--- config.mk ---
export PLATFORM = sky130hd
export DESIGN_NAME = seg_display_mux
export DESIGN_NICKNAME = d
export VERILOG_FILES = /design/src/rtl/seg_display_mux.sv
export SDC_FILE = /design/constraint.sdc
export NUM_CORES = 1
export LEC_CHECK = 0
export CAP_MARGIN = 20
export CORE_MARGIN = 2
export CORE_UTILIZATION = 58
export DETAILED_ROUTE_END_ITERATION = 8
export PLACE_DENSITY_LB_ADDON = 0.2
export RECOVER_POWER = 100
export SLEW_MARGIN = 10
export SYNTH_ARGS = -nofsm -noshare
export SYNTH_HDL_FRONTEND = slang
export SYNTH_SLANG_ARGS = --single-unit
export TNS_END_PERCENT = 10
--- constraint.sdc ---
create_clock -name clock -period 4.6 [get_ports clock]
set_input_delay 1.15 -clock clock [delete_from_list [all_inputs] [get_ports clock]]
set_output_delay 1.15 -clock clock [all_outputs]
set_load 0.03 [all_outputs]
--- src/rtl/seg_display_mux.sv ---
`default_nettype none
// ============================================================================
// Module   : seg_display_mux
// Purpose  : Drives DIGITS seven-segment digits from a packed BCD register.
//            Supports leading-zero blanking, whole-display blink and a dash
//            for invalid nibbles. It provides both a parallel registered
//            output and a time-multiplexed scan output.
// Ports    : clock    - system clock, rising edge
//            reset    - synchronous active-high reset
//            value    - packed BCD input, nibble i = digit i
//            load     - capture value into the display register
//            blank_lz - enable leading-zero blanking
//            blink_en - enable whole-display blinking
//            seg_all  - registered parallel segments, [7i+6:7i] = digit i
//            seg      - registered scan segments for the enabled digit
//            an       - registered active-low one-hot digit enable
// Segments : active-low, bit6 = g ... bit0 = a
// Revision : 1.0 - initial release
// ============================================================================
module seg_display_mux #(
  parameter int                  DIGITS      = 4,
  parameter int                  SCAN_DIV    = 1000,
  parameter int                  BLINK_DIV   = 25000000,
  parameter logic [4*DIGITS-1:0] RESET_VALUE = 'h15
) (
  input  logic                  clock,
  input  logic                  reset,
  input  logic [4*DIGITS-1:0]   value,
  input  logic                  load,
  input  logic                  blank_lz,
  input  logic                  blink_en,
  output logic [7*DIGITS-1:0]   seg_all,
  output logic [6:0]            seg,
  output logic [DIGITS-1:0]     an
);

  localparam int SW = (SCAN_DIV  > 1) ? $clog2(SCAN_DIV)  : 1;
  localparam int BW = (BLINK_DIV > 1) ? $clog2(BLINK_DIV) : 1;
  localparam int IW = (DIGITS    > 1) ? $clog2(DIGITS)    : 1;

  localparam logic [SW-1:0] SCAN_LAST  = SW'(SCAN_DIV - 1);
  localparam logic [BW-1:0] BLINK_LAST = BW'(BLINK_DIV - 1);
  localparam logic [IW-1:0] IDX_LAST   = IW'(DIGITS - 1);
  localparam logic [6:0]    SEG_BLANK  = 7'h7F;
  localparam logic [6:0]    SEG_DASH   = 7'h3F;

  logic [4*DIGITS-1:0] disp_q,      disp_d;
  logic [7*DIGITS-1:0] seg_all_q,   seg_all_d;
  logic [6:0]          seg_q,       seg_d;
  logic [DIGITS-1:0]   an_q,        an_d;
  logic [SW-1:0]       scan_cnt_q,  scan_cnt_d;
  logic [IW-1:0]       idx_q,       idx_d;
  logic [BW-1:0]       blink_cnt_q, blink_cnt_d;
  logic                phase_q,     phase_d;

  function automatic logic [6:0] decode(input logic [3:0] nib);
    logic [6:0] code;
    case (nib)
      4'h0:    code = 7'h40;
      4'h1:    code = 7'h79;
      4'h2:    code = 7'h24;
      4'h3:    code = 7'h30;
      4'h4:    code = 7'h19;
      4'h5:    code = 7'h12;
      4'h6:    code = 7'h02;
      4'h7:    code = 7'h78;
      4'h8:    code = 7'h00;
      4'h9:    code = 7'h10;
      default: code = SEG_DASH;
    endcase
    return code;
  endfunction

  // Display register
  always_comb begin
    disp_d = load ? value : disp_q;
  end

  // Parallel decode. zero_run stays set while every more-significant nibble
  // seen so far is zero; invalid nibbles are nonzero and end the run.
  always_comb begin : decode_comb
    logic [3:0] nib;
    logic       zero_run;
    seg_all_d = '1;
    zero_run  = 1'b1;
    nib       = 4'h0;
    for (int i = DIGITS - 1; i >= 0; i--) begin
      nib = disp_q[4*i +: 4];
      if (phase_q) begin
        seg_all_d[7*i +: 7] = SEG_BLANK;
      end else if (blank_lz && zero_run && (nib == 4'h0) && (i != 0)) begin
        seg_all_d[7*i +: 7] = SEG_BLANK;
      end else begin
        seg_all_d[7*i +: 7] = decode(nib);
      end
      zero_run = zero_run & (nib == 4'h0);
    end
  end

  // Scan path: an and seg come from the same index so they stay paired.
  always_comb begin
    seg_d = SEG_BLANK;
    for (int d = 0; d < DIGITS; d++) begin
      if (idx_q == IW'(d)) begin
        seg_d = seg_all_q[7*d +: 7];
      end
    end
    an_d = ~(DIGITS'(1) << idx_q);

    if (scan_cnt_q == SCAN_LAST) begin
      scan_cnt_d = '0;
      idx_d      = (idx_q == IDX_LAST) ? '0 : idx_q + 1'b1;
    end else begin
      scan_cnt_d = scan_cnt_q + 1'b1;
      idx_d      = idx_q;
    end
  end

  // Blink timing; disabling blink clears the phase so the display is visible.
  always_comb begin
    if (!blink_en) begin
      blink_cnt_d = '0;
      phase_d     = 1'b0;
    end else if (blink_cnt_q == BLINK_LAST) begin
      blink_cnt_d = '0;
      phase_d     = ~phase_q;
    end else begin
      blink_cnt_d = blink_cnt_q + 1'b1;
      phase_d     = phase_q;
    end
  end

  always_ff @(posedge clock) begin
    if (reset) begin
      disp_q      <= RESET_VALUE;
      seg_all_q   <= '1;
      seg_q       <= SEG_BLANK;
      an_q        <= '1;
      scan_cnt_q  <= '0;
      idx_q       <= '0;
      blink_cnt_q <= '0;
      phase_q     <= 1'b0;
    end else begin
      disp_q      <= disp_d;
      seg_all_q   <= seg_all_d;
      seg_q       <= seg_d;
      an_q        <= an_d;
      scan_cnt_q  <= scan_cnt_d;
      idx_q       <= idx_d;
      blink_cnt_q <= blink_cnt_d;
      phase_q     <= phase_d;
    end
  end

  assign seg_all = seg_all_q;
  assign seg     = seg_q;
  assign an      = an_q;

endmodule
`default_nettype wire

; ---- Yosys cells after proc, flatten, opt, wreduce, memory -nomap -nowiden
; Memories as Yosys holds them, arrays and structs flattened. A register that Yosys moved wholly into a read port is not among the register bits.
; Index checks and enable logic that the tools add are counted.
; Widths: inputs -> output; s select.
[classes]
add_sub_neg = 3
eq_ne = 5
shifts = 1
n_mux = 5
n_bitwise = 4
n_reduce_logical = 15
[ops]
columns = cell, n
row1 = $mux 7, 4
row2 = $add 25x1->25 const B, 1
row3 = $eq 25x25->1 const B, 1
row4 = $logic_not 4->1, 3
row5 = $reduce_or 3->1, 4
row6 = $add 10x1->10 const B, 1
row7 = $eq 10x10->1 const B, 1
row8 = $reduce_or 2->1, 3
row9 = $eq 2x2->1 const B, 2
row10 = $logic_and 1x1->1, 4
row11 = $not 4->4, 1
row12 = $shl 1x2->4 const A, 1
row13 = $add 2x1->2 const B, 1
row14 = $eq 2x1->1 const B, 1
row15 = $logic_not 2->1, 1
row16 = $mux 2, 1
row17 = $not 1->1, 2
row18 = $and 1x1->1, 1
[word_totals]
reg_bits = 65
mem_bits_ro = 448
inputBits = 21
output_inout_bits = 39
elab_cells = 44
n_memories = 4
[memory_table]
columns = name, depth, word_bits, read_ports, rd_clocked_by_memory_dff, write_ports, line_no
row1 = (no name shown), 16, 7, 1, 1, 0, 58  ; case (nib)
row2 = (no name shown), 16, 7, 1, 1, 0, 58
row3 = (no name shown), 16, 7, 1, 1, 0, 58
row4 = (no name shown), 16, 7, 1, 1, 0, 58

; ---- Longest topological paths before layout
; Gate-level depths: netlist (run 1).
[logic_depth]
depth_word = 5
mapped_depth = 7
mapped_depth_nobuf = 6

; ---- Worst setup path after synthesis (run 1)
; Ideal clock, no wire load.
[synth_timing]
path_kind = in2reg
start = input port blank_lz
end = register seg_all_q[14] (netlist: seg_all[14])
setup_ns = 0.126
arrival_time_ns = 1.965
t_required_ns = 4.474
path_slack_ns = 2.509
stages = 4
n_path_buf = 0
path_cell_list = and4bb_1 > a311oi_1 > and2_1 > o21ai_1
[synth_between]
elab_chain_len = 3
[synth_lines]
columns = item, line_no
row1 = start: declaration, 30  ; input logic blank_lz,
row2 = $logic_and 1x1->1 (2 in a row), 91  ; end else if (blank_lz && zero_run && (nib == 4'h0) && (i != 0)) begin
row3 = $reduce_or 3->1 (no line), n/a
row4 = end: declaration, 48  ; logic [7*DIGITS-1:0] seg_all_q, seg_all_d;
; No other way between the ends.
; A chain may end at the register's enable or synchronous reset.

; ---- Worst setup path in the final report (run 1)
[layout_timing]
start = input port reset
end = register blink_cnt_q[21]
[layout_between]
elab_chain_len = 1
[layout_lines]
columns = item, line_no
row1 = start: declaration, 27  ; input logic reset,
row2 = $reduce_or 3->1 (no line), n/a
row3 = end signal: assignment, 150  ; blink_cnt_q <= blink_cnt_d;
row4 = end: declaration, 53  ; logic [BW-1:0] blink_cnt_q, blink_cnt_d;
; No other way between the ends.

==> reports/metrics.cfg, run 1 <==
[status]
status=finished, violations left
violations=capacitance limit, slew limit

[detailed_routing]
wl_met1_mm=3.95
wirelength_mm=8.61
drt_iter0_drc=153
wl_per_cell_um=13.9
drtAntennaViolNets=0
wl_met2_mm=4.09
top_layer=met4
first_pass_iters=4
wl_met3_um=443
vias=3391
drc_errors=0
viasPerCell=5.47

[timing]
setup_slack_ns=1.43
finClkSkew_ns=0.0136
hold_ws_ns=0.458
maxSlewHeadroom_pct=-9.26
slew_violations=25
min_period_ns=3.17
hold_viol=0
worst_pin_slew_ns=1.64
min_period_over_period_pct=68.9
max_freq_mhz=316
finalSetupTns_ns=0
finalSetupViolations=0
rsz0062_at_grt=false

[yosys]
yosysWarnings=0
synth.distinct_cells=49
syn_area_sq_um=4190
yosysSeqAreaShare_pct=44.4
postSynthCellCount=470
syn_avg_cell_area_sq_um=8.91
syn_nets=517
synth-seq-cells=93

[clock_tree]
cts_tree=yes
root_buffer=clkbuf_8
cts_buffers=9
clock_latency_ns=0.36
cts_resized=0
cts_hold_buf=0
htreeDepth=3
clk_path_buf_depth=2
clock-sinks=93
clk_pin_slew_ns=0.09
cts_setup_buffers=0

[setup_path]
end_kind=flop
critPathArrivalTime_ns=3.43
reg2reg_from=blink_cnt_q[0]$_SDFF_PP0_
r2r_slack_ns=1.81
r2r-end=blink_cnt_q[21]$_SDFF_PP0_
cp_slowest_stage_delay_ns=0.70
cp.required_ns=4.86
critPathSlowestCell=o21bai_1
worstSetupPathType=primary input to flop
worst_setup_path_start_kind=primary input
worstPathCellList=dlygate4sd3_1 -> buf_4 -> inv_1 -> nand2_1 -> o21bai_1 -> a2bb2o_1
crit_fanout=24
r2r_cells=5

[layout]
final_common_cell=dfxtp_1
syn_to_final_growth_pct=19.2
layout-drive-gt1-share_pct=4.96
final_nets=566
diodes=0
stdcell_area_sq_um=4990
final_cell_mix=dfxtp_1 (93), nor2_1 (66), dlygate4sd3_1 (41), nand2_1 (38), o21ai_0 (36)

[die]
pin_count=60
core-area_sq_um=6910
die_area_sq_um=7920
start_util_pct=60.7
die_h_um=89.0
row_count=30
dieWidth_um=89.0

[place]
dpl.hpwl_mm=6.46
place_worst_setup_slack_ns=1.41
placed_area_sq_um=4800
place_congestion=0.825
port_buffers=59

[run]
cap_violations=1

[pwr]
p_leak_nw=1.92
ir_drop_uv=226
powerDensity_nw_per_um2=331

[worst_hold_path]
hold_end=scan_cnt_q[0]$_SDFF_PP0_
hold_class=flop to flop
hold_start=scan_cnt_q[0]$_SDFF_PP0_
whs_path_depth=1

[global_routing]
antenna_found_initial=0
grt.total_usage_pct=23.1
first_global_vias=3080
grt_max_degree=25
gr-total-overflow=0
grt_pass1_wl_mm=14.0

## critical path: cells and delay by family
family | cells | cell delay [ns]
buffers and inverters | 3 | 1.03
AND/OR/NAND/NOR | 1 | 0.19
AO/OA/AOI/OAI | 2 | 1.05
## routing by layer
| metal | GRT usage, % | vias up |
|---|---|---|
| met5 | 0 | - |
| met4 | 8.68 | 0 |
| met3 | 4.80 | 11 |
| met2 | 37.8 | 87 |
| met1 | 30.3 | 1588 |
| li1 | - | 1705 |
## state kept, by name (all words and copies together), names as in the netlist
register	flops
phase_q	1
disp_q	16
seg_all	28
blink_cnt_q	25
an	4
scan_cnt_q	10
seg	7
idx_q	2
## worst max-delay path by stage
stage                   from  cells past startpoint                    endpoint  slack, ns
floorplan           blank_lz                      4      seg_all[14]$_SDFF_PP1_       2.51
global placement       reset                      6  blink_cnt_q[21]$_SDFF_PP0_       1.45
detailed placement     reset                      6  blink_cnt_q[21]$_SDFF_PP0_       1.41
CTS                    reset                      6  blink_cnt_q[21]$_SDFF_PP0_       1.79
global route           reset                      6  blink_cnt_q[21]$_SDFF_PP0_       1.23
finish                 reset                      6  blink_cnt_q[21]$_SDFF_PP0_       1.43
## cell type report
cell class / count / area (sq um)
Clock buffer: 10 / 138
Multi-Input combinational cell: 332 / 2130
Sequential cell: 93 / 1860
Fill cell: 578 / 1910
Timing Repair Buffer: 60 / 598
Tap cell: 96 / 120
Clock inverter: 6 / 61.3
Inverter: 23 / 86.3
## power by group
| part | leakage (nW) | internal [W] | switching (W) |
|---|---|---|---|
| sequential | 0.764 | 0.000845 | 0.0000362 |
| combinational | 1.06 | 0.0000944 | 0.000131 |
| clock | 0.102 | 0.000265 | 0.000281 |
## through the flow
step                      instances  utilization, %  power, W
final                           620            72.3   0.00165
after CTS                       620            72.4   0.00168
after detailed placement        604            69.5   0.00114
after global routing            620            72.3   0.00172
after floorplan                 470               -   0.00104
after global placement          604            69.5   0.00113
## cells in the mapped netlist (all sizes together)
library cell	n	area, sq um
a21o	3	22.5
o31ai	3	22.5
nand4	12	111
or3	9	56.3
o211a	6	60.1
o22ai	8	50.1
and2	6	38.8
a21oi	26	134
o311ai	1	8.76
mux2i	18	180
nor2	66	248
or2	2	12.5
a211o	1	8.76
ha	26	325
nand3	9	45.0
nor3	7	35.0
o211ai	3	22.5
nor2b	3	18.8
o21ai	37	185
nor3b	2	15.0
nand2	38	143
xnor2	10	87.6
a2bb2o	1	10.0
or4	2	18.8
inv	23	86.3
nand2b	5	31.3
and4	4	35.0
dfxtp	93	1860
a311oi	1	8.76
xor2	10	87.6
nor4b	1	8.76
nand3b	2	15.0
buf	10	62.6
o21bai	3	26.3
and4bb	1	12.5
and3	4	30.0
clkbuf	12	45.0
nor4	2	18.8
## kinds of logic (layout without fill, tap and decap cells)
family / Yosys count / in the layout / synth area share [%]
AND/OR/NAND/NOR: 175 / 175 / 21.3
AO/OA/AOI/OAI: 93 / 93 / 13.4
flip-flops: 93 / 93 / 44.4
buffers and inverters: 45 / 99 / 4.63
adder cells (fa/ha/maj): 26 / 26 / 7.77
XOR/XNOR: 20 / 20 / 4.18
multiplexers: 18 / 18 / 4.30
Note: power is estimated with default switching activity, not from simulation.
==> run 2: changes to the inputs <==
CORE_UTILIZATION = 49   (was 58)
clock period = 2.6 ns   (was 4.6 ns; I/O delays follow)
==> reports/metrics.cfg, run 2 (synthesized netlist as in run 1, its figures left out) <==
[die]
start_util_pct=50.7
pin_count=60
dieWidth_um=96.5
die_area_sq_um=9300
die_h_um=96.5
row_count=33
core-area_sq_um=8260

[worst_hold_path]
hold_class=flop to flop
hold_end=scan_cnt_q[0]$_SDFF_PP0_
hold_start=scan_cnt_q[0]$_SDFF_PP0_
whs_path_depth=1

[timing]
min_period_ns=2.29
slew_violations=0
worst_pin_slew_ns=0.999
maxSlewHeadroom_pct=33.4
rsz0062_at_grt=false
max_freq_mhz=437
hold_viol=0
finalSetupViolations=0
min_period_over_period_pct=88.1
finClkSkew_ns=0.0110
finalSetupTns_ns=0

[clock_tree]
htreeDepth=3
cts_buffers=9
cts_resized=0
cts_hold_buf=0
clk_path_buf_depth=2
cts_setup_buffers=0
cts_tree=yes
clock_latency_ns=0.36
root_buffer=clkbuf_8
clock-sinks=93
clk_pin_slew_ns=0.08

[detailed_routing]
wirelength_mm=8.73
drt_iter0_drc=190
viasPerCell=5.34
wl_per_cell_um=13.8
vias=3382
drc_errors=0
first_pass_iters=4
drtAntennaViolNets=0

[place]
dpl.hpwl_mm=6.64
port_buffers=59
placed_area_sq_um=4840
placed_cells=617
place_congestion=0.886

[layout]
seq_area_sq_um=1860
stdcell_count=633
multi_input_comb_area_sq_um=2120
final_common_cell=dfxtp_1
stdcell_area_sq_um=5050
syn_to_final_growth_pct=20.5
largest_reg_flops=28
post-route-util_pct=61.1
fillers=739
final_cell_mix=dfxtp_1 (93), nor2_1 (66), dlygate4sd3_1 (40), nand2_1 (38), o21ai_0 (33)
layout-drive-gt1-share_pct=5.30
final_nets=570
diodes=0

[setup_path]
worstPathCellList=dlygate4sd3_1 -> clkbuf_1 -> nor2_1 -> buf_4 -> and2_0 -> o21ai_1
crit_fanout=22
reg2reg_from=blink_cnt_q[0]$_SDFF_PP0_
critPathArrivalTime_ns=2.57
r2r_slack_ns=0.43
cp.required_ns=2.88
end_kind=flop
crit_buf_inv=3
r2r-end=blink_cnt_q[8]$_SDFF_PP0_
worst_setup_path_start_kind=primary input
worstSetupPathType=primary input to flop
cp_slowest_stage_delay_ns=0.75
r2r_cells=6
critPathTopFamily=buffers and inverters
critPathSlowestCell=clkbuf_1

[global_routing]
antenna_found_initial=0
gr-total-overflow=0
grt.total_usage_pct=20.1
grt_pass1_wl_mm=14.6
grt_max_degree=23
first_global_vias=3184

[run]
cap_violations=0

[pwr]
powerDensity_nw_per_um2=604
p_leak_nw=1.93
ir_drop_uv=315

[status]
status=completed

==> run 2: changes by cell type in the layout (fill, tap and decap cells not counted), sizes merged <==
cell / previous run / this run
clkinv: 3 / 0
bufinv: 1 / 2
clkinvlp: 1 / 2
inv: 24 / 25
dlygate4sd3: 41 / 40
clkdlybuf4s50: 18 / 19
buf: 1 / 2
clkbuf: 10 / 13
==> run 2: worst max-delay path by stage <==
stage,start,to,cells after the start
floorplan,blink_cnt_q[0]$_SDFF_PP0_,blink_cnt_q[24]$_SDFF_PP0_,6
global placement,reset,seg_all[17]$_SDFF_PP1_,5
detailed placement,reset,seg_all[19]$_SDFF_PP1_,5
CTS,seg_all[21]$_SDFF_PP1_,seg_all[21],1
global route,reset,seg_all[13]$_SDFF_PP1_,6
finish,reset,seg_all[13]$_SDFF_PP1_,6
==> run 2: area by class of cell <==
type / count / share of cell area [%]
clock inverter: 6 / 1.83
timing repair buffer: 64 / 12.2
sequential: 93 / 36.9
inverter: 23 / 1.71
multi-input combinational: 332 / 42.0
clock buffer: 10 / 2.73
tap: 105 / 2.60
==> run 2: metal layers <==
layer	vias up	wire (um)	track usage (%)
li1	1711	-	-
met1	1579	4250	27.3
met2	74	3890	32.0
met3	18	389	3.10
met4	0	199	8.10
met5	-	0	0
==> run 2: where the power goes <==
group	switching, W	total [W]	internal, W
clock network	0.000510	0.00108	0.000574
logic	0.000234	0.000405	0.000170
registers	0.0000648	0.00156	0.00149
==> run 2: through the flow <==
stage | hold slack, ns | total power [W] | setup WS (ns)
after floorplan | 0.418 | 0.00183 | 0.990
after global placement | 0.430 | 0.00201 | 0.536
final | 0.457 | 0.00305 | 0.310
after detailed placement | 0.443 | 0.00202 | 0.476
after global routing | 0.471 | 0.00318 | 0.167
after CTS | 0.456 | 0.00310 | 0.522
==> run 3: changes to the inputs <==
CORE_MARGIN = 3   (was 2)
==> reports/metrics.cfg, run 3 (synthesized netlist as in run 1, its figures left out) <==
[status]
status=completed

[die]
die_h_um=98.5
dieWidth_um=98.5
die_area_sq_um=9690
row_count=33
pin_count=60
core-area_sq_um=8260
start_util_pct=50.7

[clock_tree]
cts_buffers=9
cts_resized=0
cts_tree=yes
clock_latency_ns=0.35
root_buffer=clkbuf_8
htreeDepth=3
cts_hold_buf=0
clk_pin_slew_ns=0.09
cts_setup_buffers=0
clock-sinks=93
clk_path_buf_depth=2

[timing]
min_period_over_period_pct=84.7
finClkSkew_ns=0.00631
slew_violations=0
maxSlewHeadroom_pct=19.4
setup_slack_ns=0.399
hold_ws_ns=0.451
min_period_ns=2.20
worst_pin_slew_ns=1.21
rsz0062_at_grt=false
finalSetupTns_ns=0
max_freq_mhz=454
hold_viol=0
finalSetupViolations=0

[layout]
largest_reg_flops=28
post-route-util_pct=60.6
diodes=0
final_common_cell=dfxtp_1
final_cell_mix=dfxtp_1 (93), nor2_1 (66), dlygate4sd3_1 (41), nand2_1 (38), o21ai_0 (36)
final_nets=570
layout-drive-gt1-share_pct=5.11
syn_to_final_growth_pct=19.4
stdcell_area_sq_um=5000

[global_routing]
grt_pass1_wl_mm=14.3
first_global_vias=3150
grt_max_degree=23
antenna_found_initial=0
grt.total_usage_pct=17.7
gr-total-overflow=0

[pwr]
ir_drop_uv=325
powerDensity_nw_per_um2=568
p_leak_nw=1.92

[detailed_routing]
wirelength_mm=8.47
drc_errors=0
viasPerCell=5.27
vias=3338
first_pass_iters=4
drtAntennaViolNets=0
drt_iter0_drc=106
wl_per_cell_um=13.4

[place]
place_congestion=0.844
placed_area_sq_um=4840
port_buffers=59
place_worst_setup_slack_ns=0.437
dpl.hpwl_mm=6.53

[worst_hold_path]
hold_class=flop to flop

[setup_path]
worst_setup_path_start_kind=primary input
worstSetupPathType=primary input to flop
crit_fanout=18
critPathArrivalTime_ns=2.42
cp.required_ns=2.81
end_kind=flop

[run]
cap_violations=0

-- run 3: critical path, cell delays in order --
cell and delay, ns:
dlygate4sd3_1 0.52, clkbuf_1 0.88, mux2i_1 0.28, nand2_1 0.07
-- run 3: stage by stage --
stage	std cells	power (W)
finish	633	0.00284
global route	633	0.00297
CTS	633	0.00290
detailed placement	617	0.00202
global placement	617	0.00201
floorplan	470	0.00183
-- run 3: area by class of cell --
type,count,area [sq um]
fill,736,3250
clock buffer,9,124
clock inverter,7,58.8
inverter,23,86.3
tap,105,131
multi-input combinational,332,2130
timing repair buffer,64,614
sequential,93,1860
-- run 3: per-layer routing --
metal	up-vias	track usage (%)	wire length [um]
met1	1536	24.7	4290
met5	-	0	0
li1	1723	-	-
met4	0	6.20	136
met3	16	2.97	309
met2	63	28.1	3740
-- run 3: path summary, 6_finish.rpt --
kind | startpoint | endpoint | slack, ns | cells after the start
worst max-delay path | load | disp_q[2]$_SDFFE_PP1P_ | 0.40 | 4
worst min-delay path | scan_cnt_q[0]$_SDFF_PP0_ | scan_cnt_q[0]$_SDFF_PP0_ | 0.45 | 1
worst max register to register | scan_cnt_q[0]$_SDFF_PP0_ | scan_cnt_q[5]$_SDFF_PP0_ | 0.44 | 5
worst min register to register | scan_cnt_q[0]$_SDFF_PP0_ | scan_cnt_q[0]$_SDFF_PP0_ | 0.45 | 1
-- run 3: where the power goes --
part | internal, W | total (W) | switching (W)
clock network | 0.000361 | 0.000885 | 0.000524
logic | 0.000169 | 0.000401 | 0.000232
registers | 0.00149 | 0.00156 | 0.0000632
